`src/rtl/stack.sv`:
```
// LIFO stack of WIDTH-bit words with registered pop output and occupancy/error flags.
// Push+pop in one cycle replaces the top entry (or passes data_in straight through when empty).
module stack #(
  parameter int WIDTH = 32,
  parameter int DEPTH = 16,
  localparam int CNTW = $clog2(DEPTH+1)
) (
  input  logic             clk,
  input  logic             reset,
  input  logic             write,
  input  logic             read,
  input  logic [WIDTH-1:0] data_in,
  output logic [WIDTH-1:0] data_out,
  output logic             empty,
  output logic             full,
  output logic [CNTW-1:0]  count,
  output logic             overflow,
  output logic             underflow
);
  localparam int AW = $clog2(DEPTH);

  logic [DEPTH-1:0][WIDTH-1:0] mem;
  logic [CNTW-1:0]             sp;
  logic [AW-1:0]               top_idx, mem_idx;
  logic                        mem_we;

  assign empty   = (sp == '0);
  assign full    = (sp == CNTW'(DEPTH));
  assign count   = sp;
  assign top_idx = AW'(sp - CNTW'(1));

  // A push writes the free slot; a replace overwrites the current top.
  always_comb begin
    mem_we  = 1'b0;
    mem_idx = sp[AW-1:0];
    if (write && !read && !full) begin
      mem_we = 1'b1;
    end else if (write && read && !empty) begin
      mem_we  = 1'b1;
      mem_idx = top_idx;
    end
  end

  // Storage is deliberately left out of reset.
  always_ff @(posedge clk) begin
    if (!reset && mem_we)
      mem[mem_idx] <= data_in;
  end

  always_ff @(posedge clk) begin
    if (reset) begin
      sp        <= '0;
      data_out  <= '0;
      overflow  <= 1'b0;
      underflow <= 1'b0;
    end else begin
      overflow  <= 1'b0;
      underflow <= 1'b0;
      unique case ({write, read})
        2'b10: begin
          if (!full) sp <= sp + CNTW'(1);
          else       overflow <= 1'b1;
        end
        2'b01: begin
          if (!empty) begin
            data_out <= mem[top_idx];
            sp       <= sp - CNTW'(1);
          end else begin
            underflow <= 1'b1;
          end
        end
        2'b11: begin
          if (!empty) data_out <= mem[top_idx];
          else        data_out <= data_in;
        end
        default: ;
      endcase
    end
  end
endmodule

```
`config.mk`:
```
export PLATFORM = sky130hd
export DESIGN_NAME = stack
export DESIGN_NICKNAME = d
export VERILOG_FILES = /design/src/rtl/stack.sv
export SDC_FILE = /design/constraint.sdc
export NUM_CORES = 1
export LEC_CHECK = 0
export ABC_AREA = 1
export BUFFER_PORTS_ARGS = -buffer_cell sky130_fd_sc_hd__buf_2
export CORE_UTILIZATION = 40
export CTS_CLUSTER_DIAMETER = 40
export DETAILED_ROUTE_END_ITERATION = 6
export GPL_ROUTABILITY_DRIVEN = 0
export PLACE_DENSITY = 0.66
export RECOVER_POWER = 100
export SETUP_SLACK_MARGIN = 0.3
export SLEW_MARGIN = 25
export SYNTH_ARGS = -nofsm -noshare
export SYNTH_HDL_FRONTEND = slang
export SYNTH_SLANG_ARGS = --single-unit
```
`constraint.sdc`:
```
create_clock -name clk -period 5.8 [get_ports clk]
set_input_delay 0.58 -clock clk [delete_from_list [all_inputs] [get_ports clk]]
set_output_delay 0.58 -clock clk [all_outputs]
set_load 0.02 [all_outputs]
```
==> flow_results.xml <==
<?xml version="1.0" encoding="UTF-8"?>
<metrics>
  <group name="status">
    <metric name="status" unit="">finished, violations left</metric>
    <metric name="violations" unit="">design-rule violations, max-capacitance violations, max-slew violations</metric>
  </group>
  <group name="detailed_routing">
    <metric name="via_count" unit="">16529</metric>
    <metric name="drt-wirelength-per-cell" unit="um">19.0</metric>
    <metric name="drt-initial-drc-count" unit="">1885</metric>
    <metric name="drtAntennaViolNets" unit="">0</metric>
    <metric name="first_pass_iters" unit="">7</metric>
    <metric name="postRouteWirelength" unit="um">61200</metric>
    <metric name="viasPerCell" unit="">5.14</metric>
    <metric name="drc" unit="">1</metric>
  </group>
  <group name="worst_setup_path">
    <metric name="worstSetupEndpointType" unit="">flop</metric>
    <metric name="worst_r2r_path_depth" unit="">12</metric>
    <metric name="worst_ep_required_time" unit="ns">6.11</metric>
    <metric name="cp_max_fo" unit="">80</metric>
    <metric name="critical_path.reg2reg.startpoint" unit="">count[0]$_SDFFE_PP0P_</metric>
    <metric name="crit_path_start" unit="">count[0]$_SDFFE_PP0P_</metric>
    <metric name="worst_path_class_setup" unit="">flop to flop</metric>
    <metric name="critPathLaunchType" unit="">flop</metric>
    <metric name="arrival" unit="ns">5.05</metric>
    <metric name="r2r_setup_slk" unit="ns">1.06</metric>
  </group>
  <group name="sta">
    <metric name="final-max-slew-violation-count" unit="">180</metric>
    <metric name="minimum_period_implied_by_the_final_worst_setup_slack" unit="ns">4.74</metric>
    <metric name="hold_viol_final" unit="">0</metric>
    <metric name="max_slew.worst_pin.slew" unit="ns">2.30</metric>
    <metric name="period_share" unit="%">81.8</metric>
    <metric name="slew_headroom" unit="%">-53.4</metric>
    <metric name="unrepaired_setup_endpoints_after_global_routing" unit="">false</metric>
    <metric name="final_number_of_setup_violating_endpoints" unit="">0</metric>
    <metric name="maxClockFrequency" unit="GHz">0.211</metric>
    <metric name="totalNegativeSetupSlack" unit="ns">0</metric>
    <metric name="skew" unit="ns">0.0242</metric>
  </group>
  <group name="power_and_ir_drop">
    <metric name="finalPower" unit="uW">11100</metric>
    <metric name="power.density_cell_area" unit="nW/um2">401</metric>
    <metric name="vdd_drop_max" unit="mV">0.252</metric>
    <metric name="total_leakage_power" unit="uW">0.0113</metric>
  </group>
  <group name="logic_synthesis">
    <metric name="synth_area_leaders" unit="">edfxtp_1 (65%), nand2_1 (14%), nand3_1 (7.6%), inv_1 (4.8%), dfxtp_1 (3.3%)</metric>
    <metric name="yosys-top-cells-count" unit="">nand2_1 (859), edfxtp_1 (512), nand3_1 (356)</metric>
    <metric name="netlist.area_leader.share" unit="%">65.4</metric>
    <metric name="yosysWarningCount" unit="">0</metric>
    <metric name="synth_top_family_by_area" unit="">simple AND/OR/NAND/NOR gates</metric>
    <metric name="post_synth.cell_area_avg" unit="um2">10.2</metric>
    <metric name="syn_nets" unit="">2346</metric>
    <metric name="count_of_distinct_cell_types_in_the_synthesized_netlist" unit="">28</metric>
    <metric name="synth-compound-area-share" unit="%">1.69</metric>
    <metric name="yosys.area_share.simple" unit="%">21.9</metric>
    <metric name="largest_area_contributor_in_the_netlist" unit="">edfxtp_1</metric>
    <metric name="yosys_register_bits" unit="">551</metric>
    <metric name="synthFlopType" unit="">edfxtp_1</metric>
    <metric name="synth_async_sr_flop_share" unit="%">0</metric>
    <metric name="synth_adder_area_share" unit="%">0.106</metric>
    <metric name="synth.area.mux_share" unit="%">0</metric>
    <metric name="synthesis.instances" unit="">2308</metric>
    <metric name="synth_most_common_cell" unit="">nand2_1</metric>
    <metric name="synth.yosys.seq_area_share" unit="%">68.7</metric>
    <metric name="synth-xor-area-share" unit="%">0.224</metric>
    <metric name="synth-edff-count" unit="">512</metric>
    <metric name="synthesis.area" unit="um2">23500</metric>
  </group>
  <group name="floorplanning">
    <metric name="num_rows" unit="">88</metric>
    <metric name="fp.dieW" unit="um">244</metric>
    <metric name="die_height" unit="um">244</metric>
    <metric name="initial_utilization" unit="%">40.6</metric>
    <metric name="num_io_pins" unit="">77</metric>
    <metric name="coreArea" unit="um2">57900</metric>
    <metric name="fp.dieArea" unit="um2">59700</metric>
  </group>
  <group name="clock_tree">
    <metric name="cts.sinks" unit="">551</metric>
    <metric name="tritoncts_clock_tree" unit="">yes</metric>
    <metric name="insertion_delay" unit="ns">0.63</metric>
    <metric name="postCtsResizedCells" unit="">0</metric>
    <metric name="clkSlewWorstSetupHoldPaths" unit="ns">0.06</metric>
    <metric name="numCtsBuffers" unit="">81</metric>
    <metric name="count_of_hold_fix_buffers_inserted_at_cts" unit="">0</metric>
    <metric name="post-cts-setup-buffer-count" unit="">0</metric>
    <metric name="clock-root-buffer" unit="">clkbuf_16</metric>
    <metric name="cts-root-to-sink-buffers" unit="">3</metric>
    <metric name="h-tree-depth" unit="">3</metric>
  </group>
  <group name="global_route">
    <metric name="vias_in_the_first_global_route" unit="">15992</metric>
    <metric name="globalRouteOverflowTotal" unit="">0</metric>
    <metric name="grt_pass1_wl" unit="um">94200</metric>
    <metric name="grt_max_degree" unit="">182</metric>
    <metric name="grt_antenna_before_repair" unit="">1</metric>
    <metric name="grt_use_total" unit="%">20.8</metric>
  </group>
  <group name="placed_design">
    <metric name="hpwlAfterDp" unit="um">34100</metric>
    <metric name="portBuffers" unit="">76</metric>
  </group>
  <group name="worst_hold_path">
    <metric name="timing.hold.worst_path_depth" unit="">2</metric>
    <metric name="timing.hold.worst.class" unit="">input port to flop</metric>
    <metric name="startpoint_of_the_worst_hold_path" unit="">read</metric>
  </group>
  <group name="flow_run">
    <metric name="drv_cap" unit="">2</metric>
  </group>
  <group name="cells_and_area">
    <metric name="drive_above_1_share" unit="%">8.20</metric>
    <metric name="finalNetCount" unit="">2421</metric>
    <metric name="diodes" unit="">0</metric>
    <metric name="area.growth.synth_to_final" unit="%">18.0</metric>
  </group>
</metrics>
==> where the power goes <==
part	total (uW)	switching, uW	internal [uW]
registers	4490	50.1	4440
logic	1600	1170	428
clock network	5030	1920	3110
total	11100	3140	7980
==> state kept, by name, indices dropped and copies added (netlist names) <==
signal	flops
underflow	1
count	5
mem	512
data_out	32
overflow	1
==> area by class of cell <==
class                           count  area [um2]
Multi-Input combinational cell   1331        5720
Tap cell                          765         957
Clock inverter                     62         703
Sequential cell                   551       16200
Inverter                          305        1150
Clock buffer                       89        2130
Fill cell                        5242       30200
Timing Repair Buffer              113         905
==> critical path, cell delays in order, from the launching register on <==
cell	delay, ns
dfxtp_4	0.35
inv_6	0.44
ha_1	0.46
nand3_1	0.15
nor2_1	0.45
inv_1	0.20
nand2_1	0.28
inv_1	0.13
o21ai_2	0.18
nand2_1	0.25
nor2_1	1.07
buf_16	0.24
buf_16	0.19
==> logic make-up (layout without fill, tap and decap cells) <==
group | Yosys count | in the layout
simple gates | 1245 | 1245
fa+ha+maj | 2 | 2
flops | 551 | 551
xor+xnor | 6 | 6
compound gates | 78 | 78
buf+inv | 426 | 569
==> per-layer routing <==
metal	up-vias	part of all wire (%)	track usage (%)
li1	7732	-	-
met1	7865	41	28.0
met2	776	45	32.2
met3	156	9.1	4.78
met4	0	4.1	8.88
met5	-	0	0
==> per-stage QoR <==
step	instance area (um2)	std cells	setup slack, ns	util, %	hold slack (ns)
finish	27700	3216	1.06	47.9	0.284
global placement	24600	3048	1.95	42.5	0.452
CTS	27900	3216	1.83	48.2	0.253
detailed placement	25100	3065	1.89	43.3	0.458
global route	27700	3216	0.831	47.9	0.261
floorplan	23500	2308	1.86	-	0.540
==> cells in the final DEF, fill, tap and decap left out, drive strengths merged, types with 2 or more instances in the layout <==
cell	count
ha	2
nand3	357
buf	37
dfxtp	39
a21oi	37
inv	316
clkinvlp	7
clkinv	35
bufinv	9
o21ai	40
nand2	862
clkbuf	165
nor2	22
xor2	5
edfxtp	512
==> path summary, 6_finish.rpt <==
kind	to
worst max-delay path	mem[126]$_DFFE_PP_
worst min-delay path	overflow$_SDFF_PP0_
worst max register to register	mem[126]$_DFFE_PP_
worst min register to register	data_out[2]$_SDFFE_PP0P_
Note: power is estimated with default switching activity, not from simulation.
